<file path="config.mk">
export PLATFORM = sky130hd
export DESIGN_NAME = pipe_skid_stage
export DESIGN_NICKNAME = d
export VERILOG_FILES = /design/src/rtl/pipe_pkg.sv /design/src/rtl/pipe_data_reg.sv /design/src/rtl/pipe_skid_stage.sv
export SDC_FILE = /design/constraint.sdc
export NUM_CORES = 1
export LEC_CHECK = 0
export CORE_MARGIN = 2
export CORE_UTILIZATION = 44
export CTS_CLUSTER_DIAMETER = 50
export CTS_CLUSTER_SIZE = 24
export DETAILED_ROUTE_END_ITERATION = 8
export PLACE_DENSITY = 0.76
export SETUP_SLACK_MARGIN = 0.05
export SLEW_MARGIN = 40
export SYNTH_ARGS = -nofsm -noshare
export SYNTH_HDL_FRONTEND = slang
export SYNTH_SLANG_ARGS = --single-unit
</file>
<file path="constraint.sdc">
create_clock -name clk -period 1.7 [get_ports clk]
set_clock_uncertainty 0.1 [all_clocks]
set_input_delay 0.425 -clock clk [delete_from_list [all_inputs] [get_ports clk]]
set_output_delay 0.425 -clock clk [all_outputs]
set_load 0.02 [all_outputs]
</file>
<file path="src/rtl/pipe_pkg.sv">
// Types and constants shared by the pipeline skid stage and its testbench.
package pipe_pkg;

    localparam int PIPE_CNT_W = 2;

    typedef enum logic [1:0] {
        EMPTY = 2'd0,
        BUSY  = 2'd1,
        FULL  = 2'd2
    } stage_state_t;

    function automatic logic [PIPE_CNT_W-1:0] state_count(input stage_state_t s);
        case (s)
            BUSY:    state_count = PIPE_CNT_W'(1);
            FULL:    state_count = PIPE_CNT_W'(2);
            default: state_count = '0;
        endcase
    endfunction

endpackage

</file>
<file path="src/rtl/pipe_data_reg.sv">
// Payload register with load enable and synchronous clear; clear has priority.
module pipe_data_reg #(
    parameter int DATA_W = 147
) (
    input  logic              clk,
    input  logic              clr_i,
    input  logic              load_i,
    input  logic [DATA_W-1:0] d_i,
    output logic [DATA_W-1:0] q_o
);

    logic [DATA_W-1:0] data_q;

    always_ff @(posedge clk) begin
        if (clr_i) begin
            data_q <= '0;
        end else if (load_i) begin
            data_q <= d_i;
        end
    end

    assign q_o = data_q;

endmodule

</file>
<file path="src/rtl/pipe_skid_stage.sv">
// Pipeline stage register with valid/ready handshake, 2-entry skid buffer,
// freeze (stall) and flush. in_ready and out_data are direct flop outputs.
//
// state | meaning
// EMPTY | nothing held, count 0
// BUSY  | main register valid, count 1
// FULL  | main and skid valid, count 2, in_ready low
module pipe_skid_stage
    import pipe_pkg::*;
#(
    parameter int DATA_W         = 147,
    parameter int CLEAR_ON_FLUSH = 1
) (
    input  logic                  clk,
    input  logic                  rst,
    input  logic                  freeze,
    input  logic                  flush,
    input  logic                  in_valid,
    output logic                  in_ready,
    input  logic [DATA_W-1:0]     in_data,
    output logic                  out_valid,
    input  logic                  out_ready,
    output logic [DATA_W-1:0]     out_data,
    output logic [PIPE_CNT_W-1:0] count
);

    stage_state_t          state_q, state_d;
    logic                  in_ready_q;
    logic [PIPE_CNT_W-1:0] count_q;

    logic                  in_xfer, out_xfer;
    logic                  main_load, main_from_skid, skid_load, data_clr;
    logic [DATA_W-1:0]     main_d, skid_q;

    assign out_valid = (state_q != EMPTY);
    assign in_xfer   = in_valid & in_ready_q & ~flush;
    assign out_xfer  = out_valid & out_ready & ~freeze;

    always_comb begin
        state_d        = state_q;
        main_load      = 1'b0;
        main_from_skid = 1'b0;
        skid_load      = 1'b0;
        case (state_q)
            EMPTY: begin
                if (in_xfer) begin
                    state_d   = BUSY;
                    main_load = 1'b1;
                end
            end
            BUSY: begin
                if (in_xfer && out_xfer) begin
                    main_load = 1'b1;
                end else if (in_xfer) begin
                    state_d   = FULL;
                    skid_load = 1'b1;
                end else if (out_xfer) begin
                    state_d   = EMPTY;
                end
            end
            FULL: begin
                if (out_xfer) begin
                    state_d        = BUSY;
                    main_load      = 1'b1;
                    main_from_skid = 1'b1;
                end
            end
            default: state_d = EMPTY;
        endcase
        // An output transfer in the flush cycle has already completed downstream.
        if (flush) begin
            state_d = EMPTY;
        end
    end

    assign main_d   = main_from_skid ? skid_q : in_data;
    assign data_clr = rst | (flush & (CLEAR_ON_FLUSH != 0));

    always_ff @(posedge clk) begin
        if (rst) begin
            state_q    <= EMPTY;
            in_ready_q <= 1'b1;
            count_q    <= '0;
        end else begin
            state_q    <= state_d;
            in_ready_q <= (state_d != FULL);
            count_q    <= state_count(state_d);
        end
    end

    pipe_data_reg #(.DATA_W(DATA_W)) u_main_reg (
        .clk    (clk),
        .clr_i  (data_clr),
        .load_i (main_load),
        .d_i    (main_d),
        .q_o    (out_data)
    );

    pipe_data_reg #(.DATA_W(DATA_W)) u_skid_reg (
        .clk    (clk),
        .clr_i  (data_clr),
        .load_i (skid_load),
        .d_i    (in_data),
        .q_o    (skid_q)
    );

    assign in_ready = in_ready_q;
    assign count    = count_q;

endmodule
</file>
==> metrics.md, run 1 <==
| Metric | Value |
|---|---|
| CTS clk-pin slew, worst paths | `0.07 ns` |
| Via/cell ratio | `5.76` |
| Die Area | `28000 um2` |
| Status | `finished, violations left` |
| Placed cell count | `1912` |
| Floorplan row count | `59` |
| Worst hold path class | `input port to flop` |
| Total power density per cell area | `855 nW/um2` |
| Final hold violations | `0` |
| Commonest non-fill, non-tap cell in the layout | `dfxtp_1` |
| P_leak | `8.67 nW` |
| Chip height | `167 um` |
| Distinct cells, synth | `24` |
| Antenna violations before repair | `4` |
| Final #Nets | `1854` |
| Most frequent cells in the layout | `dfxtp_1 (293), nand2_1 (187), clkdlybuf4s50_1 (148)` |
| First-pass GRT wire length | `54.0 mm` |
| Drt pass-1 iters | `6` |
| Wirelength per Cell | `22.8 um` |
| Max-Cap Viols | `0` |
| Slew HR | `82.3%` |
| Worst-path fanout max | `17` |
| Post-Syn Instances | `1319` |
| Yosys reg bits | `299` |
| CP arrival | `2.23 ns` |
| Buf/Inv on CP | `4` |
| Starting Density | `44.9%` |
| IO Port Bufs | `303` |
| Buffer levels on the longest clock path | `3` |
| Final Cycle Share | `111%` |
| CP startpoint kind | `flop` |
| Count of final setup violators | `210` |
| Share of cells above drive strength 1 | `42.6%` |
| F_max | `0.530 GHz` |
| Worst Tran Pin Value | `0.258 ns` |
| Clk root buf | `clkbuf_16` |
| Fin cells | `2061` |
| Crit-path most repeated cell | `buf_6` |
| Cts bufs inserted | `29` |
| Hpwl dp | `22.0 mm` |
| Placer Congestion | `0.812` |
| Syn_nets | `1472` |
| Total GRT Usage | `23.4%` |
| Final WS setup | `-0.186 ns` |
| Final slew viol count | `0` |
| H-tree lvl count | `1` |
| DRC | `17` |
| Die outline width | `167 um` |
| Syn-to-layout area delta | `66.6%` |
| Slowest-stage cell, CP | `dfxtp_4` |
| Largest net degree at the start of global routing | `53` |
| Total power | `16.7 mW` |
| Overflow after GRT | `0` |
| Peak supply drop | `0.839 mV` |
| Detailed Route WL | `47.0 mm` |
| Ports | `304` |
| Vias in the first global route | `10300` |
| Delay-heaviest family, CP | `buffers and inverters` |
| Routed Antenna Nets | `0` |
| Via count | `11900` |
| Avg Cell Area, Syn | `8.90 um2` |
| Clock tree from TritonCTS | `done` |
| CP Cell Sequence | `buf_6, nand4bb_4, a22oi_4, buf_6, buf_6, buf_12, nor2_1, a211oi_1` |
| Seq/Total Area, Yosys | `51.0%` |
| CP Class | `flop to flop` |
| Clock Sinks | `299` |
| DR iter-0 viols | `777` |
| Core box area | `26100 um2` |
| Critical Path End Type | `flop` |
| Violated checks | `design-rule violations, negative setup slack` |
| WP data required | `2.04 ns` |
| Netlist Area Pre-Place | `11700 um2` |
| Largest stage delay, worst path | `0.38 ns` |
| Worst-skew pair later-pin latency | `0.55 ns` |
| Post-route minimum period | `1.89 ns` |
| Total number of yosys warnings | `0` |
| RSZ-0062 raised after global routing | `yes` |
-- worst paths after layout --
kind              slack, ns                       startpoint                         endpoint  cells after the start
setup / recovery      -0.19            state_q[1]$_SDFF_PP0_  u_main_reg.q_o[33]$_SDFFE_PP0P_                      8
setup reg to reg      -0.19            state_q[1]$_SDFF_PP0_  u_main_reg.q_o[33]$_SDFFE_PP0P_                      8
hold / removal         0.35                      in_data[78]  u_skid_reg.q_o[78]$_SDFFE_PP0P_                      3
hold reg to reg        0.36  u_skid_reg.q_o[78]$_SDFFE_PP0P_  u_skid_reg.q_o[78]$_SDFFE_PP0P_                      2
-- logic make-up after synthesis --
logic type             count (synthesis)  synth area share, %
AOI/OAI and AO/OA                    302                 17.1
muxes                                147                 12.5
DFF                                  299                 51.0
and+or+nand+nor                      455                 14.9
buffers and inverters                116                 4.44
-- state kept, by name, summed over array words and instances, names as in the netlist --
register        flops
u_main_reg.q_o    147
count               2
in_ready            1
state_q             2
u_skid_reg.q_o    147
-- synthesized netlist by cell type (all sizes together) --
library cell | instances | share of area, %
nor2 | 148 | 4.7
nand4bb | 2 | 0.19
nand2 | 296 | 9.5
or2 | 2 | 0.11
o211ai | 1 | 0.064
dfxtp | 299 | 51
and3 | 1 | 0.053
a21oi | 149 | 6.4
nor2b | 1 | 0.053
and4bb | 1 | 0.11
nand3 | 1 | 0.043
nand2b | 2 | 0.11
a211oi | 149 | 10
a22oi | 1 | 0.18
buf | 64 | 2.7
inv | 1 | 0.032
clkbuf | 51 | 1.7
mux2i | 147 | 13
or3 | 1 | 0.053
o21ba | 2 | 0.17
-- area by class of cell --
| type | count | area, um2 |
|---|---|---|
| antenna | 4 | 10.0 |
| clock buffer | 34 | 795 |
| clock inverter | 18 | 288 |
| fill | 1630 | 6570 |
| inverter | 1 | 3.75 |
| multi-input combinational | 905 | 6980 |
| sequential | 299 | 6000 |
| tap | 335 | 419 |
| timing repair buffer | 465 | 5070 |
-- power breakdown --
part	leakage (nW)	internal (mW)	switching [mW]
logic	5.72	1.05	1.19
clock network	0.525	4.19	3.06
registers	2.42	7.13	0.0980
-- repair_timing --
action,4_1_cts,5_1_grt
pin swaps,22,224
setup endpoints to repair,435,279
buffers inserted,15,22
resized for setup,664,508
cloned,11,49
hold buffers,0,0
-- per-layer routing --
metal,GRT usage [%],vias to the layer above,share of wire [%]
met3,3.31,186,5.6
met5,0,-,0
met4,10.9,0,6.5
met1,28.1,5811,37
met2,41.5,553,50
li1,-,5328,-
-- worst min-delay path, cell delays in order --
cell and delay (ns):
clkdlybuf4s50_1 0.42, nand2_1 0.06, a21oi_1 0.05
-- stage by stage --
step	setup TNS, ns	setup slack (ns)	area (um2)	util [%]	hold slack [ns]
6_report	-11.92	-0.186	19600	74.8	0.350
2_1_floorplan	-0.300	-0.00375	11800	-	0.336
3_3_place_gp	-150.27	-0.590	15600	59.6	0.339
4_1_cts	-5.07	-0.105	16500	63.3	0.338
5_1_grt	-17.73	-0.216	19600	74.8	0.355
3_5_place_dp	-159.66	-0.658	15600	59.6	0.346
(Power assumes the default switching activity.)
==> run 2: changes to the inputs <==
--- a/config.mk
+++ b/config.mk
@@ -6,11 +6,10 @@
 export NUM_CORES = 1
 export LEC_CHECK = 0
 export CORE_MARGIN = 2
-export CORE_UTILIZATION = 44
+export CORE_UTILIZATION = 35
 export CTS_CLUSTER_DIAMETER = 50
 export CTS_CLUSTER_SIZE = 24
 export DETAILED_ROUTE_END_ITERATION = 8
-export PLACE_DENSITY = 0.76
 export SETUP_SLACK_MARGIN = 0.05
 export SLEW_MARGIN = 40
 export SYNTH_ARGS = -nofsm -noshare
==> run 2 against run 1 <==
  * The flow finishes with violations (negative setup slack)
  * Highest routed layer unchanged
  * Fmax increased by 4.0%
  * Register-to-register slack improved by 0.09 ns
  * Total power increased by 6.6%
  * Via count decreased by 5.4%
  * First-iteration DRC count decreased by 18%
==> metrics.md, run 2 (synthesized netlist as in run 1, its figures left out) <==
| Metric | Value |
|---|---|
| Clock tree from TritonCTS | `done` |
| Die Area | `35000 um2 (+25%)` |
| Largest net degree at the start of global routing | `52 (-1.9%)` |
| Fin area | `19900 um2 (+1.6%)` |
| Hpwl dp | `22.6 mm (+2.5%)` |
| RSZ-0062 raised after global routing | `yes` |
| Vias in the first global route | `9954 (-3.3%)` |
| Final #Nets | `1856 (+0.11%)` |
| Placed cell area | `15800 um2 (+1.1%)` |
| CP startpoint | `in_valid` |
| Sum Neg Setup Slack | `-7.90 ns (+4.02 ns)` |
| R2R setup slack | `-0.10 ns (+0.09 ns)` |
| Total power | `17.8 mW (+6.6%)` |
| Violated checks | `negative setup slack` |
| Final slew viol count | `0 (unchanged)` |
| F_max | `0.552 GHz (+4.0%)` |
| CP Class | `input port to flop` |
| Placer Congestion | `0.780 (-4.0%)` |
| Hold-fix buffers, CTS | `0 (unchanged)` |
| Total GRT Usage | `19.5% (-3.9 points)` |
| Share of cells above drive strength 1 | `39.2% (-3.4 points)` |
| Final Cycle Share | `107% (-4.3 points)` |
| Final core occ | `59.7% (-15 points)` |
| Cts bufs inserted | `35 (+21%)` |
| DRC | `0 (-17)` |
| Buffer levels on the longest clock path | `3 (unchanged)` |
| Layout filler cell count | `2738 (+68%)` |
| Detailed Route WL | `43.6 mm (-7.2%)` |
| Routed Antenna Nets | `0 (unchanged)` |
| Most frequent cells in the layout | `dfxtp_1 (296), nand2_1 (276), clkdlybuf4s50_1 (149)` |
| Peak supply drop | `0.614 mV (-27%)` |
| Count of final setup violators | `210 (unchanged)` |
| P_leak | `8.23 nW (-5.1%)` |
| Core box area | `33300 um2 (+27%)` |
| CP startpoint kind | `input port` |
| Worst-skew pair later-pin latency | `0.51 ns (-0.04 ns)` |
| Register area | `5990 um2 (-0.10%)` |
| Critical Path End Type | `flop` |
| Worst Tran Pin Value | `0.532 ns (+0.275 ns)` |
| IO Port Bufs | `303 (unchanged)` |
| Slowest-stage cell, CP | `clkdlybuf4s50_1` |
| Floorplan row count | `67 (+14%)` |
| Slew HR | `64.5% (-18 points)` |
| Worst hold path class | `flop to flop` |
| Die outline width | `187 um (+12%)` |
| Clock Sinks | `299 (unchanged)` |
| Final WS setup | `-0.113 ns (+0.0728 ns)` |
| CTS clk-pin slew, worst paths | `0.06 ns (about the same)` |
| Area occupied by multi-input gates | `6690 um2 (-4.1%)` |
| Final hold violations | `0 (unchanged)` |
| Clk root buf | `clkbuf_16` |
| Starting Density | `35.3% (-9.7 points)` |
| Ports | `304 (unchanged)` |
| Status | `finished, violations left` |
| Total power density per cell area | `897 nW/um2 (+4.9%)` |
| Worst-path fanout max | `8 (-9)` |
| Chip height | `187 um (+12%)` |
| Via/cell ratio | `5.16 (-10%)` |
| HP Start | `u_skid_reg.q_o[132]$_SDFFE_PP0P_` |
| Via count | `11200 (-5.4%)` |
| Syn-to-layout area delta | `69.3%` |
| WP data required | `2.01 ns (-0.03 ns)` |
| CP Cell Sequence | `clkdlybuf4s50_1, nand4bb_4, a22oi_4, buf_12, buf_16, clkbuf_16, nor2_1, a211oi_1` |
| CP arrival | `2.12 ns (-0.11 ns)` |
| Max-Cap Viols | `0 (unchanged)` |
| Fin cells | `2179 (+5.7%)` |
| Worst r2r src | `state_q[1]$_SDFF_PP0_` |
| First-pass GRT wire length | `55.3 mm (+2.4%)` |
| Drt pass-1 iters | `5 (-1)` |
| Buf/Inv on CP | `4 (unchanged)` |
| Delay-heaviest family, CP | `buffers and inverters` |
| Placed cell count | `2021 (+5.7%)` |
| Overflow after GRT | `0 (unchanged)` |
| Largest stage delay, worst path | `0.55 ns (+0.17 ns)` |
| Critical Path Sink | `u_main_reg.q_o[60]$_SDFFE_PP0P_` |
| Worst reg2reg endpoint | `u_skid_reg.q_o[75]$_SDFFE_PP0P_` |
| R2R depth | `7 (-1)` |
| Commonest non-fill, non-tap cell in the layout | `dfxtp_1` |
| H-tree lvl count | `2 (+1)` |
| DR iter-0 viols | `635 (-18%)` |
| Number of cells on the critical path | `8 (unchanged)` |
| Wirelength per Cell | `20.0 um (-12%)` |
| Antenna violations before repair | `3 (-1)` |
| Post-route minimum period | `1.81 ns (-0.0728 ns)` |
run 2: changes by cell type in the layout (fill, tap and decap cells not counted), moves of 9 or more:
cell	change
buf_2	-30
nor2_4	+33
a211oi_2	+28
nand2_2	-23
nand2_1	+89
buf_6	-12
nand2_4	-66
a21oi_2	-44
clkdlybuf4s15_2	+41
a211oi_1	-28
a21oi_1	+44
clkbuf_16	+12
nor2_1	-39
mux2i_1	-9
run 2: where the power goes:
| group | switching [mW] | total, mW | internal [mW] | leakage [nW] |
|---|---|---|---|---|
| Sequential | 0.108 | 7.25 | 7.14 | 2.42 |
| Combinational | 1.15 | 2.31 | 1.15 | 5.18 |
| Clock | 3.10 | 8.27 | 5.17 | 0.622 |
run 2: cell type report:
| type | count | share of cell area (%) |
|---|---|---|
| inverters | 1 | 0.0189 |
| clock buffers | 45 | 5.11 |
| flip-flops and latches | 299 | 30.1 |
| repair buffers | 462 | 26.9 |
| clock inverters | 17 | 1.33 |
| multi-input cells | 904 | 33.7 |
| well taps | 448 | 2.82 |
| diodes | 3 | 0.0378 |
run 2: how the worst min path moves through the flow:
stage                                             endpoint  cells after the start
after floorplan             u_skid_reg.q_o[0]$_SDFFE_PP0P_                      2
after detailed placement   u_skid_reg.q_o[17]$_SDFFE_PP0P_                      2
after global routing       u_skid_reg.q_o[42]$_SDFFE_PP0P_                      2
after CTS                  u_skid_reg.q_o[97]$_SDFFE_PP0P_                      2
final                     u_skid_reg.q_o[132]$_SDFFE_PP0P_                      2
after global placement    u_skid_reg.q_o[115]$_SDFFE_PP0P_                      2
run 2: what timing repair did:
action | in CTS | in global routing
pin swaps | 49 | 158
resized for setup | 625 | 390
cloned | 13 | 43
setup buffers | 14 | 26
setup endpoints to repair | 442 | 340
run 2: stage by stage:
step | setup slack [ns] | hold slack [ns]
3_3_place_gp | -0.558 | 0.337
3_5_place_dp | -0.662 | 0.346
5_1_grt | -0.144 | 0.365
6_report | -0.113 | 0.353
2_1_floorplan | -0.00375 | 0.336
4_1_cts | -0.0701 | 0.353
run 2: routing by layer:
layer | part of all wire (%) | vias up | wire [um] | track usage, %
li1 | - | 5323 | - | -
met5 | 0 | - | 0 | 0
met2 | 50 | 321 | 21900 | 32.7
met1 | 41 | 5507 | 17800 | 24.6
met4 | 3.7 | 0 | 1620 | 7.42
met3 | 5.2 | 90 | 2250 | 4.11
run 2: tightest hold or removal path: cells and delay by family (launching register included):
kind             cells  cell delay (ns)
AO/OA/AOI/OAI        1             0.05
AND/OR/NAND/NOR      1             0.05
flip-flops           1             0.31
